File: src/rtl/instr_fetch_seq_pkg.sv
// Shared types and constants for the instruction fetch/sequencer.
package instr_fetch_seq_pkg;

    typedef enum logic [1:0] {
        IDLE   = 2'd0,
        FETCH  = 2'd1,
        EXEC   = 2'd2,
        HALTED = 2'd3
    } fetch_state_t;

    localparam logic [3:0] kOPC_HALT = 4'd0;
    localparam logic [3:0] kOPC_BEQ  = 4'd4;
    localparam logic [3:0] kOPC_BGT  = 4'd5;
    localparam logic [3:0] kOPC_BLT  = 4'd6;

    localparam int OPC_MSB     = 8;
    localparam int OPC_LSB     = 5;
    localparam int LASTBIT_POS = 0;

endpackage

File: src/rtl/instr_fetch_seq_pc_next_calc.sv
// Next-PC selection: hold on halt, PC-relative taken branch, else PC+1.
// Purely combinational; all arithmetic wraps modulo 2^PC_W.
module instr_fetch_seq_pc_next_calc #(
    parameter int PC_W  = 10,
    parameter int OFF_W = 8
) (
    input  logic [PC_W-1:0]  pc_i,
    input  logic             halt_i,
    input  logic             take_i,
    input  logic [OFF_W-1:0] offset_i,
    output logic [PC_W-1:0]  pc_next_o
);

    logic [PC_W-1:0] off_ext;

    assign off_ext = {{(PC_W-OFF_W){offset_i[OFF_W-1]}}, offset_i};

    always_comb begin
        if (halt_i) begin
            pc_next_o = pc_i;
        end else if (take_i) begin
            pc_next_o = pc_i + off_ext;
        end else begin
            pc_next_o = pc_i + PC_W'(1);
        end
    end

endmodule

File: src/rtl/instr_fetch_seq.sv
// Fetch/sequencer: owns PC, fetches from sync ROM, retires one instruction per 2 cycles.
// STALL holds EXEC in place; START is only honoured from IDLE or HALTED.
module instr_fetch_seq
    import instr_fetch_seq_pkg::*;
#(
    parameter int              PC_W       = 10,
    parameter int              INSTR_W    = 9,
    parameter int              OFF_W      = 8,
    parameter logic [PC_W-1:0] START_ADDR = '0,
    parameter int              CNT_W      = 16
) (
    input  logic               CLK,
    input  logic               RESET_N,
    input  logic               START,
    output logic [PC_W-1:0]    IMEM_ADDR,
    input  logic [INSTR_W-1:0] IMEM_DATA,
    output logic [INSTR_W-1:0] INSTRUCTION,
    output logic [3:0]         OPCODE,
    output logic               LASTBIT,
    output logic               INSTR_VALID,
    input  logic               HALT,
    input  logic               BRANCH,
    input  logic               BRANCH_TAKEN,
    input  logic [OFF_W-1:0]   BRANCH_OFFSET,
    input  logic               STALL,
    output logic [PC_W-1:0]    PC,
    output logic               DONE,
    output logic [CNT_W-1:0]   INSTR_COUNT
);

    fetch_state_t        state_q;
    logic [PC_W-1:0]     pc_q;
    logic [PC_W-1:0]     pc_d;
    logic [INSTR_W-1:0]  instr_q;
    logic                valid_q;
    logic                done_q;
    logic [CNT_W-1:0]    cnt_q;
    logic [CNT_W-1:0]    cnt_d;

    instr_fetch_seq_pc_next_calc #(
        .PC_W  (PC_W),
        .OFF_W (OFF_W)
    ) u_pc_next (
        .pc_i      (pc_q),
        .halt_i    (HALT),
        .take_i    (BRANCH & BRANCH_TAKEN),
        .offset_i  (BRANCH_OFFSET),
        .pc_next_o (pc_d)
    );

    // Retire count sticks at all-ones rather than rolling over.
    assign cnt_d = (cnt_q == '1) ? cnt_q : cnt_q + CNT_W'(1);

    always_ff @(posedge CLK or negedge RESET_N) begin
        if (!RESET_N) begin
            state_q <= IDLE;
            pc_q    <= START_ADDR;
            instr_q <= '0;
            valid_q <= 1'b0;
            done_q  <= 1'b0;
            cnt_q   <= '0;
        end else begin
            case (state_q)
                IDLE, HALTED: begin
                    if (START) begin
                        pc_q    <= START_ADDR;
                        cnt_q   <= '0;
                        done_q  <= 1'b0;
                        state_q <= FETCH;
                    end
                end
                FETCH: begin
                    instr_q <= IMEM_DATA;
                    valid_q <= 1'b1;
                    state_q <= EXEC;
                end
                EXEC: begin
                    if (!STALL) begin
                        pc_q    <= pc_d;
                        cnt_q   <= cnt_d;
                        valid_q <= 1'b0;
                        if (HALT) begin
                            done_q  <= 1'b1;
                            state_q <= HALTED;
                        end else begin
                            state_q <= FETCH;
                        end
                    end
                end
                default: begin
                    valid_q <= 1'b0;
                    done_q  <= 1'b0;
                    state_q <= IDLE;
                end
            endcase
        end
    end

    assign IMEM_ADDR   = pc_q;
    assign PC          = pc_q;
    assign INSTRUCTION = instr_q;
    assign OPCODE      = instr_q[OPC_MSB:OPC_LSB];
    assign LASTBIT     = instr_q[LASTBIT_POS];
    assign INSTR_VALID = valid_q;
    assign DONE        = done_q;
    assign INSTR_COUNT = cnt_q;

endmodule

File: config.mk
export PLATFORM = sky130hd
export DESIGN_NAME = instr_fetch_seq
export DESIGN_NICKNAME = d
export VERILOG_FILES = /design/src/rtl/instr_fetch_seq_pkg.sv /design/src/rtl/instr_fetch_seq_pc_next_calc.sv /design/src/rtl/instr_fetch_seq.sv
export SDC_FILE = /design/constraint.sdc
export NUM_CORES = 1
export LEC_CHECK = 0
export CAP_MARGIN = 20
export CORE_MARGIN = 2
export CORE_UTILIZATION = 35
export DETAILED_ROUTE_END_ITERATION = 8
export PLACE_DENSITY = 0.71
export REMOVE_ABC_BUFFERS = 1
export SLEW_MARGIN = 10
export SYNTH_ARGS = -nofsm -noshare
export SYNTH_HDL_FRONTEND = slang
export SYNTH_SLANG_ARGS = --single-unit
export TNS_END_PERCENT = 50
File: constraint.sdc
create_clock -name CLK -period 2.6 [get_ports CLK]
set_clock_uncertainty 0.15 [all_clocks]
set_input_delay 0.26 -clock CLK [delete_from_list [all_inputs] [get_ports CLK]]
set_output_delay 0.26 -clock CLK [all_outputs]
set_load 0.02 [all_outputs]
==> results by stage, run 1 <==
Worst hold path:
- The type of the worst min-delay path is flip-flop to flip-flop.

Detailed routing:
- The final wirelength is 5.42 mm.
- For this block, the initial DRC count from the detailed router was 92.
- After detailed routing, the average wire length per cell comes to 12.9 um.
- The total number of vias is 2057.
- The number of detailed-route iterations in the first pass is 4.
- The vias per cell is 4.90.
- The count of unresolved DRC violations after routing is 0.
- The number of nets with antenna violations after routing is 0.

Final layout:
- The synthesis-to-finish area growth is 37.4%.
- The final standard cell count with taps included and fillers excluded is 420.
- The repair_antennas step left the layout with diodes totalling 0.
- The post-layout net count is 361.
- The share of final-layout standard cells stronger than drive strength 1 is 14.2%.
- The cell area after layout is 3380 um2.

Die:
- 76 I/O pins were placed.
- The initial standard-cell utilization of the core is 36.2%.
- The cell row count is 30.
- The die outline area is 7720 um2.
- The floorplan step set the die width to 87.9 um.
- The die outline height is 87.9 um.
- The core region is 6790 um2.

Critical path:
- For the worst setup path, the data required time is 2.64 ns.
- Walking the worst path, the cells encountered are clkdlybuf4s50_1 -> nand3b_1 -> ha_1 -> inv_1 -> fa_1 -> nand2b_1 -> a21oi_1 -> o21bai_1 -> a21boi_1 -> o21ai_0 -> a32o_1.
- The master of the slowest instance on the critical path is clkdlybuf4s50_1.
- The kind of end point of the critical path is a flip-flop.
- The largest single stage delay on the critical path is 0.47 ns.
- The worst setup path is launched from an input pin.
- The maximum fanout count along the critical path is 5.
- The critical setup path kind is input pin to flip-flop.
- For the worst setup path, the data arrival time is 2.42 ns.

Timing:
- For the final routed database, the setup TNS stands at 0 ns.
- Setup repair after global routing left no endpoint under its margin.
- After layout, the worst setup slack is 0.217 ns.
- The slew of the pin with the lowest slew margin is 0.889 ns.
- In this run the tightest slew margin relative to its limit is 40.7%.
- The final-report max-slew violation count was 0.
- The number of endpoints with negative hold slack in the final report came to 0.
- The final critical path takes up 91.7% of the cycle.
- The timing-limited maximum frequency is 0.420 GHz.
- The post-route minimum period is 2.38 ns.
- Setup violations remaining at the end of the flow were counted as 0.

CTS:
- In this run, CTS created clock tree buffers numbering 5.
- The number of clock sinks is 39.
- The clock-pin transition on the worst setup and hold timing paths is 0.08 ns.
- Once the clock tree was built, the setup fixing pass inserted 0 buffers.
- The insertion delay of the later-clocked pin in the worst-skew pair is 0.30 ns.
- TritonCTS built the clock tree.
- The clock passes through at most 2 buffers.
- The CTS H-tree depth is 2.
- The root buffer selected by CTS is clkbuf_8.

Place:
- The cell area after placement is 3260 um2.
- The wire-length estimate of the detail-placed layout is 4.00 mm.
- During placement, the flow inserted port buffers numbering 75.
- The placed cell count is 411.
- Routability-driven placement finished with a final weighted congestion of 0.786.
- Timing analysis after detailed placement gives a worst setup slack of -0.0706 ns.

Job:
- The number of max-cap violations is 0.

Synthesis:
- Yosys printed 0 warnings.
- The number of library cell types mapped by synthesis is 48.
- In the synthesized netlist the dominant register cell turns out to be dfrtp_1.
- The number of flip-flops and latches in the synthesized netlist is 39.
- The post-synthesis cell count is 251.
- The number of flops mapped to enable cells by yosys is 0.
- In this run the cell area of the synthesized design comes to 2460 um2.
- A synthesized cell averages 9.81 um2.
- Summing the sequential cell areas from Yosys gives 39.6% of the chip area.
- The share of flip-flops with an asynchronous set or reset after synthesis is 100%.

GRT:
- The global-route wire length before repair is 8.98 mm.
- The maximum number of pins on one net before global-route repair is 40.
- Summed over all layers, the global routing overflow is 0.
- The via count of the first global-routing pass is 1882.
- The initial antenna violation count came to 0.
- The overall routing resource usage is 14.7%.

Power and ir drop:
- Summing internal, switching and leakage power gives 2.67 mW.
- The highest ir drop seen on vdd is 0.000554 V.
- The power per standard cell area is 790 nW/um2.
- Summed over all cells, the static leakage comes to 1.44 nW.

Status:
- The flow ran to the end, and the final reports show no timing, DRC or antenna violations.
==> cell usage in the layout (no fill, tap or decap), types with 3 or more instances in the layout <==
cell,netlist,final
nor3_2,6,6
or3_1,5,5
a21o_1,3,3
and3_1,7,7
a21oi_1,12,12
nor2_1,13,13
clkbuf_8,0,5
nand3b_1,3,3
nor3_1,6,6
ha_1,13,13
nand2_1,27,27
o21ai_0,19,19
nand3_1,6,6
nand2b_1,4,4
xnor2_1,9,9
dfrtp_1,39,39
a22o_1,3,3
inv_1,8,8
buf_4,17,11
clkdlybuf4s50_1,0,74
o21bai_1,3,3
mux2_2,9,9
==> final timing paths <==
path / startpoint / end / slack, ns / depth (start not counted)
hold / removal: INSTRUCTION[1] / INSTRUCTION[1] / 0.36 / 1
max in group asynchronous: RESET_N / IMEM_ADDR[2] / 1.27 / 2
setup reg to reg: IMEM_ADDR[0] / IMEM_ADDR[8] / 0.36 / 9
hold reg to reg: INSTRUCTION[1] / INSTRUCTION[1] / 0.36 / 1
min in group asynchronous: RESET_N / INSTR_COUNT[14] / 0.46 / 2
setup / recovery: BRANCH / IMEM_ADDR[8] / 0.22 / 11
==> cell usage after synthesis (5+ instances only) <==
| cell | number | share of area, % |
|---|---|---|
| mux2_2 | 9 | 4.1 |
| a21oi_1 | 12 | 2.4 |
| nand3_1 | 6 | 1.2 |
| dfrtp_1 | 39 | 40 |
| buf_4 | 17 | 5.2 |
| nor3_1 | 6 | 1.2 |
| or3_1 | 5 | 1.3 |
| nor2_1 | 13 | 2.0 |
| nand2_1 | 27 | 4.1 |
| and3_1 | 7 | 1.8 |
| ha_1 | 13 | 6.6 |
| o21ai_0 | 19 | 3.9 |
| xnor2_1 | 9 | 3.2 |
| inv_1 | 8 | 1.2 |
| nor3_2 | 6 | 2.4 |
==> logic make-up (layout without fill, tap and decap cells) <==
kind of cell | count (synthesis) | in the layout | share of synthesized area [%]
AND/OR/NAND/NOR | 91 | 91 | 21.7
flip-flops | 39 | 39 | 39.6
AO/OA/AOI/OAI | 55 | 55 | 14.9
multiplexers | 11 | 11 | 4.93
buffers and inverters | 30 | 103 | 7.47
XOR/XNOR | 11 | 11 | 3.91
adder cells (fa/ha/maj) | 14 | 14 | 7.42
==> state kept, by name, summed over array words and instances, names as in the netlist <==
name / cells
INSTR_COUNT: 16
state_q: 2
INSTR_VALID: 1
INSTRUCTION: 9
DONE: 1
IMEM_ADDR: 10
==> critical path, delay by kind of cell <==
family	cells	cell delay, ns
adder cells (fa/ha/maj)	2	0.54
AND/OR/NAND/NOR	2	0.29
buffers and inverters	2	0.53
AO/OA/AOI/OAI	5	0.80
==> final cells by class <==
class | instances | area (um2)
Timing Repair Buffer | 87 | 838
Fill cell | 642 | 3410
Inverter | 8 | 30.0
Clock inverter | 3 | 47.5
Multi-Input combinational cell | 182 | 1300
Clock buffer | 5 | 68.8
Sequential cell | 39 | 976
Tap cell | 96 | 120
==> where the power goes <==
part	internal, mW	total, mW	switching [mW]	leakage, nW
Combinational	0.588	1.31	0.721	0.862
Sequential	0.730	0.828	0.0978	0.515
Clock	0.291	0.535	0.244	0.0587
Total	1.61	2.67	1.06	1.44
==> layer usage <==
layer / vias up / routed length, um / GRT usage, %
li1: 1028 / - / -
met1: 973 / 2570 / 20.0
met2: 50 / 2580 / 23.7
met3: 6 / 220 / 3.68
met4: 0 / 53 / 3.78
met5: - / 0 / 0
==> through the flow <==
stage | hold WS, ns | utilization (%)
after floorplan | -0.186 | -
after global placement | 0.297 | 47.9
after detailed placement | 0.306 | 47.9
after CTS | 0.366 | 49.8
after global routing | 0.382 | 49.8
final | 0.362 | 49.8
==> repair_timing <==
action	CTS	global route
resized for setup	0	0
hold buffers	1	0
endpoints found under the hold margin	39	0
Note: power is estimated with default switching activity, not from simulation.
==> run 2, diff against run 1 <==
--- a/config.mk
+++ b/config.mk
@@ -9,10 +9,11 @@
 export CORE_MARGIN = 2
 export CORE_UTILIZATION = 35
 export DETAILED_ROUTE_END_ITERATION = 8
-export PLACE_DENSITY = 0.71
+export PLACE_DENSITY = 0.7
 export REMOVE_ABC_BUFFERS = 1
 export SLEW_MARGIN = 10
 export SYNTH_ARGS = -nofsm -noshare
 export SYNTH_HDL_FRONTEND = slang
+export SYNTH_HIERARCHICAL = 1
 export SYNTH_SLANG_ARGS = --single-unit
 export TNS_END_PERCENT = 50
==> run 2 against run 1 <==
Net effect:
- power rose by 2.6%
- via count rose by 12%
- sequential power barely moved
- hold slack got worse by 0.0017 ns
- first-iteration DRC count fell by 6.5%
==> results by stage, run 2 <==
Status:
- The flow ran to the end, and the final reports show no timing, DRC or antenna violations.

Worst hold path:
- The hold path startpoint is INSTRUCTION[1].
- The type of the worst min-delay path is flip-flop to flip-flop.

CTS:
- The CTS H-tree depth is 2 (unchanged).
- The clock-pin transition on the worst setup and hold timing paths is 0.08 ns (about the same).
- TritonCTS built the clock tree.
- The number of buffers inserted by post-CTS setup repair is 0 (unchanged).
- In this run the clock root is driven by a clkbuf_8.
- The buffer levels on the longest clock path is 2 (unchanged).
- The number of clock sinks is 39 (unchanged).
- The insertion delay of the later-clocked pin in the worst-skew pair came to 0.29 ns (about the same).
- The number of CTS-inserted buffers is 5 (unchanged).

Synthesis:
- The largest area contributor in the netlist is dfrtp_1.
- The post-synthesis sequential area ratio is 37.3% (-2.3 points).
- The mapped cell area is 2620 um2 (+6.2%).
- By count the netlist is led by nand2_1 (42), dfrtp_1 (39), o21ai_0 (18), buf_4 (17), nand3_1 (14).
- The most numerous cell in the Yosys netlist is nand2_1.
- The area share of the leading cell type in the synthesized netlist is 37.3% (-2.3 points).
- The number of flops mapped to enable cells by yosys came to 0 (unchanged).
- The synthesis warning total is 6 (+6).
- The average cell area after synthesis came to 9.38 um2 (-4.4%).
- The share of flip-flops with an asynchronous set or reset after synthesis is 100% (unchanged).
- The number of library cell types mapped by synthesis is 54 (+13%).
- The top flip-flop cell by instance count after synthesis is dfrtp_1.
- By area the synthesized netlist is led by dfrtp_1 (37%), ha_1 (6.2%), nand2_1 (6.0%).
- The number of flip-flops and latches in the synthesized netlist came to 39 (unchanged).
- The post-synthesis cell count is 279 (+11%).

GRT:
- The initial antenna violation count was 0 (unchanged).
- The global-route wire length before repair is 9.88 mm (+10%).
- The via count of the first global-routing pass was 2124 (+13%).
- The maximum number of pins on one net before global-route repair was 40 (unchanged).
- The overall routing resource usage is 14.5% (-0.25 points).
- The final global-route overflow total is 0 (unchanged).

Job:
- The number of max-cap violations is 0 (unchanged).

Detailed routing:
- The total number of vias is 2298 (+12%).
- The number of nets with antenna violations after routing came to 0 (unchanged).
- The vias per cell is 5.01 (+2.2%).
- The number of detailed-route iterations in the first pass is 6 (+2).
- The first-iteration detailed-routing DRC count is 86 (-6.5%).
- The average wire per cell in the routed design came to 13.0 um (+0.60%).
- The count of unresolved DRC violations after routing is 0 (unchanged).
- The final wirelength is 5.96 mm (+9.9%).

Die:
- The placeable core region is 7250 um2 (+6.8%).
- The cell row count is 31 (+3.3%).
- The I/O pin count is 76 (unchanged).
- The initial standard-cell utilization of the core came to 36.1% (-0.17 points).
- The die outline width is 90.5 um (+2.9%).
- The die outline height is 90.5 um (+2.9%).
- The die outline area is 8180 um2 (+6.0%).

Final layout:
- The final design utilization is 49.7% (-0.099 points).
- The number of flip-flops under the largest register name is 16 (unchanged).
- The share of final-layout standard cells stronger than drive strength 1 is 16.4% (+2.2 points).
- The most frequent standard cell in the layout excluding fill and tap cells is clkdlybuf4s50_1.
- The top cell types in the final layout, fill and taps aside, are clkdlybuf4s50_1 (74), nand2_1 (41), dfrtp_1 (39), buf_4 (21), o21ai_0 (17).
- The post-layout net count came to 397 (+10%).
- The final antenna diode count came to 0 (unchanged).
- The synthesis-to-finish area growth is 37.8%.

Critical path:
- The reg-to-reg critical path startpoint is IMEM_ADDR[0].
- The worst setup path is launched from an input pin.
- The kind of end point of the critical path is a flip-flop.
- The most critical setup path has its startpoint at BRANCH.
- The largest incremental delay on the critical path was 0.44 ns (-0.03 ns).
- The data arrival time of the critical path is 2.52 ns (+0.10 ns).
- The required arrival time at the worst endpoint is 2.64 ns (about the same).
- The maximum fanout count along the critical path is 3 (-2).
- Traced cell by cell, the critical path runs through clkdlybuf4s50_1 -> and2_1 -> nand2b_1 -> ha_1 -> fa_1 -> a21oi_2 -> o211ai_1 -> a21oi_1 -> xor2_1 -> o21ai_0 -> a22o_1.
- The master of the slowest instance on the critical path is clkdlybuf4s50_1.
- The critical setup path kind is input pin to flip-flop.

Place:
- The count of buffers from port buffering is 75 (unchanged).
- The half-perimeter wire length of the detailed placement result is 4.40 mm (+10%).
- The last weighted congestion value of the routability-driven placer is 0.830 (+5.7%).

Timing:
- The post-route setup TNS is 0 ns (unchanged).
- The remaining max-slew budget at the tightest pin is 41.9% (+1.2 points).
- The slew of the pin with the lowest slew margin is 0.871 ns (-0.0186 ns).
- The final count of negative-setup-slack endpoints was 0 (unchanged).
- The period utilization was 95.4% (+3.7 points).
- The post-route minimum period came to 2.48 ns (+0.0965 ns).
- The final-report max-slew violation count was 0 (unchanged).
- The timing-limited maximum frequency is 0.403 GHz (-3.9%).
- The number of endpoints with negative hold slack in the final report is 0 (unchanged).

Power and ir drop:
- The leakage power total is 1.54 nW (+7.5%).
- The power after layout is 2.74 mW (+2.6%).
- The highest ir drop seen on vdd is 0.000282 V (-49%).
- The power per standard cell area is 760 nW/um2 (-3.7%).
-- run 2: cell count changes after synthesis, moves of 5 or more --
cell / delta
and3_1: -6
nand3_1: +8
or3_1: -5
xnor2_1: -8
o21ai_1: +5
and2_1: +5
a22o_1: +8
nand2_1: +15
nor3_2: -5
-- run 2: layout make-up --
| cell class | instances | area (um2) |
|---|---|---|
| Clock inverter | 3 | 43.8 |
| Inverter | 7 | 26.3 |
| Multi-Input combinational cell | 209 | 1450 |
| Tap cell | 99 | 124 |
| Timing Repair Buffer | 97 | 913 |
| Sequential cell | 39 | 976 |
| Clock buffer | 5 | 68.8 |
| Fill cell | 699 | 3650 |
-- run 2: kinds of logic after synthesis --
family | after synthesis | synth area share, %
and+or+nand+nor | 109 | 21.9
AOI/OAI and AO/OA | 65 | 17.5
DFF | 39 | 37.3
buffers and inverters | 31 | 8.03
muxes | 15 | 6.27
adders and majority gates | 14 | 6.98
xor gates and xnor gates | 6 | 2.01
-- run 2: metrics by stage --
stage                     instance area (um2)  instances  setup slack, ns  hold WS [ns]
after CTS                                3580        459           0.0302         0.366
after global routing                     3600        459          -0.0132         0.371
after floorplan                          2430        255            0.110        -0.186
after detailed placement                 3460        450           -0.290         0.287
final                                    3600        459            0.121         0.360
after global placement                   3460        450           -0.193         0.284
-- run 2: routing by layer --
layer	track usage [%]	share of wire (%)	wire length, um
met5	0	0	0
met4	5.13	1.5	91
met3	2.92	4.2	251
met2	24.5	49	2930
met1	18.4	45	2690
-- run 2: worst max-delay path: cells and delay by family --
kind                     cells  cell delay (ns)
AO/OA/AOI/OAI                5             0.84
adder cells (fa/ha/maj)      2             0.62
buffers and inverters        1             0.44
AND/OR/NAND/NOR              2             0.22
XOR/XNOR                     1             0.15
-- run 2: power breakdown --
part	switching (mW)	leakage, nW	internal, mW
Combinational	0.759	0.970	0.644
Clock	0.225	0.0581	0.286
Sequential	0.0985	0.516	0.729
-- run 2: final timing paths --
| check | end | slack (ns) | cells past startpoint |
|---|---|---|---|
| max | IMEM_ADDR[6] | 0.12 | 11 |
| min | INSTRUCTION[1] | 0.36 | 1 |
| max reg2reg | IMEM_ADDR[6] | 0.26 | 8 |
| min reg2reg | INSTRUCTION[1] | 0.36 | 1 |
| max in group asynchronous | state_q[0] | 1.29 | 2 |
| min in group asynchronous | INSTR_COUNT[3] | 0.46 | 2 |
-- run 2: what timing repair did --
item                                   CTS  global route
gates resized for setup                  0             6
endpoints found under the hold margin   39             0
hold buffers                             1             0
setup endpoints to repair                0             4
==> run 3, diff against run 2 <==
--- a/config.mk
+++ b/config.mk
@@ -11,6 +11,7 @@
 export DETAILED_ROUTE_END_ITERATION = 8
 export PLACE_DENSITY = 0.7
 export REMOVE_ABC_BUFFERS = 1
+export SETUP_SLACK_MARGIN = 0.05
 export SLEW_MARGIN = 10
 export SYNTH_ARGS = -nofsm -noshare
 export SYNTH_HDL_FRONTEND = slang
==> run 3 against run 2 <==
Net effect:
- final area grew 4.2%
- sequential share of layout area is 1.1 points lower
- fmax about the same
- via count is 1.4% higher
- core utilization up 2.1 points
- highest routed layer unchanged
==> results by stage, run 3 (synthesis gave the netlist of run 2 again) <==
Critical path:
- In this run the worst setup path begins at BRANCH_TAKEN.
- The kind of start point of the critical path is an input pin.
- The master of the slowest instance on the critical path is clkdlybuf4s50_1.
- The maximum fanout count along the critical path is 6 (+3).
- The critical path is of the input pin to flip-flop type.
- The reg-to-reg critical path startpoint is IMEM_ADDR[0].
- STA classifies the critical path endpoint as a flip-flop.
- The largest incremental delay on the critical path is 0.46 ns (+0.02 ns).
- The data arrival time of the critical path is 2.52 ns (about the same).
- Walking the worst path, the cells encountered are clkdlybuf4s50_1 -> and2_4 -> buf_6 -> and2_1 -> ha_4 -> nand2_2 -> nor2_1 -> a31o_1 -> o41ai_2 -> and4b_1 -> a22o_1.
- The required arrival time at the worst endpoint came to 2.64 ns (about the same).

Final layout:
- The post-layout net count is 399 (+0.50%).
- Relative to the synthesized area, the layout overhead comes to 43.5%.
- The most frequent standard cell in the layout excluding fill and tap cells is clkdlybuf4s50_1.
- The number of flip-flops under the largest register name is 16 (unchanged).
- The share of final-layout standard cells stronger than drive strength 1 was 21.5% (+5.2 points).
- The count of filler cells inserted in the layout is 682 (-2.4%).
- The final antenna diode count is 0 (unchanged).
- In the layout the commonest cells are clkdlybuf4s50_1 (74), dfrtp_1 (39), nand2_1 (39), buf_4 (22), o21ai_0 (17).

Die:
- The die outline area came to 8180 um2 (unchanged).
- The cell row count is 31 (unchanged).
- The I/O pin count is 76 (unchanged).
- The die outline width is 90.5 um (unchanged).
- The initial standard-cell utilization of the core is 36.1% (unchanged).
- The placeable core region is 7250 um2 (unchanged).
- The die outline height is 90.5 um (unchanged).

Timing:
- The number of endpoints with negative hold slack in the final report is 0 (unchanged).
- The timing-limited maximum frequency is 0.403 GHz (about the same).
- Setup repair after global routing left no endpoint under its margin.
- The post-route minimum period was 2.48 ns (+0.00105 ns).
- The hold slack is 0.360 ns (-0.00000300 ns).
- The slew of the pin with the lowest slew margin is 0.867 ns (-0.00393 ns).
- The period utilization is 95.4% (about the same).
- The final count of negative-setup-slack endpoints is 0 (unchanged).
- The remaining max-slew budget at the tightest pin is 42.2% (+0.26 points).
- The final-report max-slew violation count is 0 (unchanged).

CTS:
- The insertion delay of the later-clocked pin in the worst-skew pair was 0.30 ns (about the same).
- The buffer levels on the longest clock path was 2 (unchanged).
- The number of clock sinks is 39 (unchanged).
- The number of CTS-inserted buffers was 5 (unchanged).
- The clock-pin transition on the worst setup and hold timing paths came to 0.08 ns (about the same).
- CTS placed an instance of clkbuf_8 at the clock tree root.
- The CTS tree is built.
- The CTS H-tree depth is 2 (unchanged).

Power and ir drop:
- The leakage power total is 1.57 nW (+1.6%).
- The clock network power share came to 18.4% (-0.2 points).
- The internal power contribution is 1.68 mW (+1.3%).
- The part of the power in registers is 29.9% (-0.3 points).
- The power after layout came to 2.78 mW (+1.5%).
- The reported net switching power is 1.10 mW (+1.7%).
- The combinational group share of total power is 51.6% (+0.4 points).
- The switching part of the total power is 39.6% (+0.079 points).
- The power per standard cell area was 741 nW/um2 (-2.6%).
- The highest ir drop seen on vdd is 0.000281 V (-0.51%).

Place:
- The half-perimeter wire length of the detailed placement result is 4.40 mm (unchanged).
- The count of buffers from port buffering is 75 (unchanged).
- The last weighted congestion value of the routability-driven placer was 0.830 (unchanged).

Worst hold path:
- The tightest min-delay check is of the flip-flop to flip-flop type.
- The hold path startpoint is INSTRUCTION[1].

GRT:
- The final global-route overflow total is 0 (unchanged).
- The via count of the first global-routing pass was 2124 (unchanged).
- The global routing stage identified its most utilized layer as met2.
- The routing usage on met2 was 24.5% (unchanged).
- The global-route wire length before repair is 9.88 mm (unchanged).
- The maximum number of pins on one net before global-route repair is 40 (unchanged).
- The met3 capacity usage during global routing came to 2.92% (unchanged).
- The initial antenna violation count was 0 (unchanged).
- The overall routing resource usage is 14.5% (unchanged).
- The met1 track utilization from global routing is 18.4% (unchanged).

Detailed routing:
- The number of nets with antenna violations after routing was 0 (unchanged).
- The total number of vias was 2330 (+1.4%).
- The final wirelength is 6.24 mm (+4.6%).
- The number of detailed-route iterations in the first pass is 4 (-2).
- The average wire per cell in the routed design is 13.5 um (+4.2%).
- The count of unresolved DRC violations after routing is 0 (unchanged).
- The vias per cell came to 5.05 (+0.95%).
- The first-iteration detailed-routing DRC count is 106 (+23%).

Status:
- The flow ran to the end, and the final reports show no timing, DRC or antenna violations.

Job:
- The number of max-cap violations is 0 (unchanged).
run 3: changes by cell type in the layout (fill, tap and decap cells not counted), moves of 2 or more:
cell	change
ha_1	-7
ha_4	+7
and2_1	-4
and2_4	+4
nand2_1	-2
run 3: per-layer routing:
metal	up-vias	wire, um
li1	1162	-
met1	1097	2720
met2	66	3120
met3	5	311
met4	0	80
met5	-	0
run 3: critical path: cells and delay by family:
| family | cells | cell delay [ns] |
|---|---|---|
| compound gates | 3 | 0.76 |
| fa+ha+maj | 1 | 0.23 |
| buf+inv | 2 | 0.57 |
| simple gates | 5 | 0.70 |
run 3: metrics by stage:
step | cells | setup WS, ns | util, % | instance area [um2] | TNS (ns)
after global routing | 461 | 0.0323 | 51.8 | 3750 | 0
after floorplan | 255 | 0.110 | - | 2430 | 0
after global placement | 450 | -0.193 | 47.7 | 3460 | -0.671
final | 461 | 0.119 | 51.8 | 3750 | 0
after detailed placement | 450 | -0.290 | 47.7 | 3460 | -1.05
after CTS | 459 | 0.0627 | 49.4 | 3590 | 0
run 3: final timing paths:
path / end / slack, ns / cells past startpoint
max: IMEM_ADDR[9] / 0.12 / 11
min: INSTRUCTION[1] / 0.36 / 1
max reg2reg: IMEM_ADDR[9] / 0.27 / 8
min reg2reg: INSTRUCTION[1] / 0.36 / 1
max in group asynchronous: state_q[0] / 1.29 / 2
min in group asynchronous: INSTR_COUNT[3] / 0.46 / 2
run 3: layout make-up:
| type | count | area [um2] | share of cell area (%) |
|---|---|---|---|
| multi-input combinational | 209 | 1580 | 42.2 |
| clock buffer | 5 | 68.8 | 1.83 |
| clock inverter | 3 | 43.8 | 1.17 |
| timing repair buffer | 99 | 932 | 24.8 |
| inverter | 7 | 26.3 | 0.700 |
| sequential | 39 | 976 | 26.0 |
| tap | 99 | 124 | 3.30 |
run 3: power groups by stage:
stage / clock network, mW / logic [mW] / registers (mW)
finish: 0.512 / 1.44 / 0.833
global placement: 0 / 1.39 / 0.832
global route: 0.546 / 1.56 / 0.855
floorplan: 0 / 0.579 / 1.03
detailed placement: 0 / 1.41 / 0.838
CTS: 0.530 / 1.42 / 0.828
run 3: timing repair:
action,CTS,global route
endpoints found under the hold margin,39,0
buffers inserted,0,2
resized for setup,1,27
hold buffers,1,0
setup endpoints to repair,2,3
pin swaps,0,11
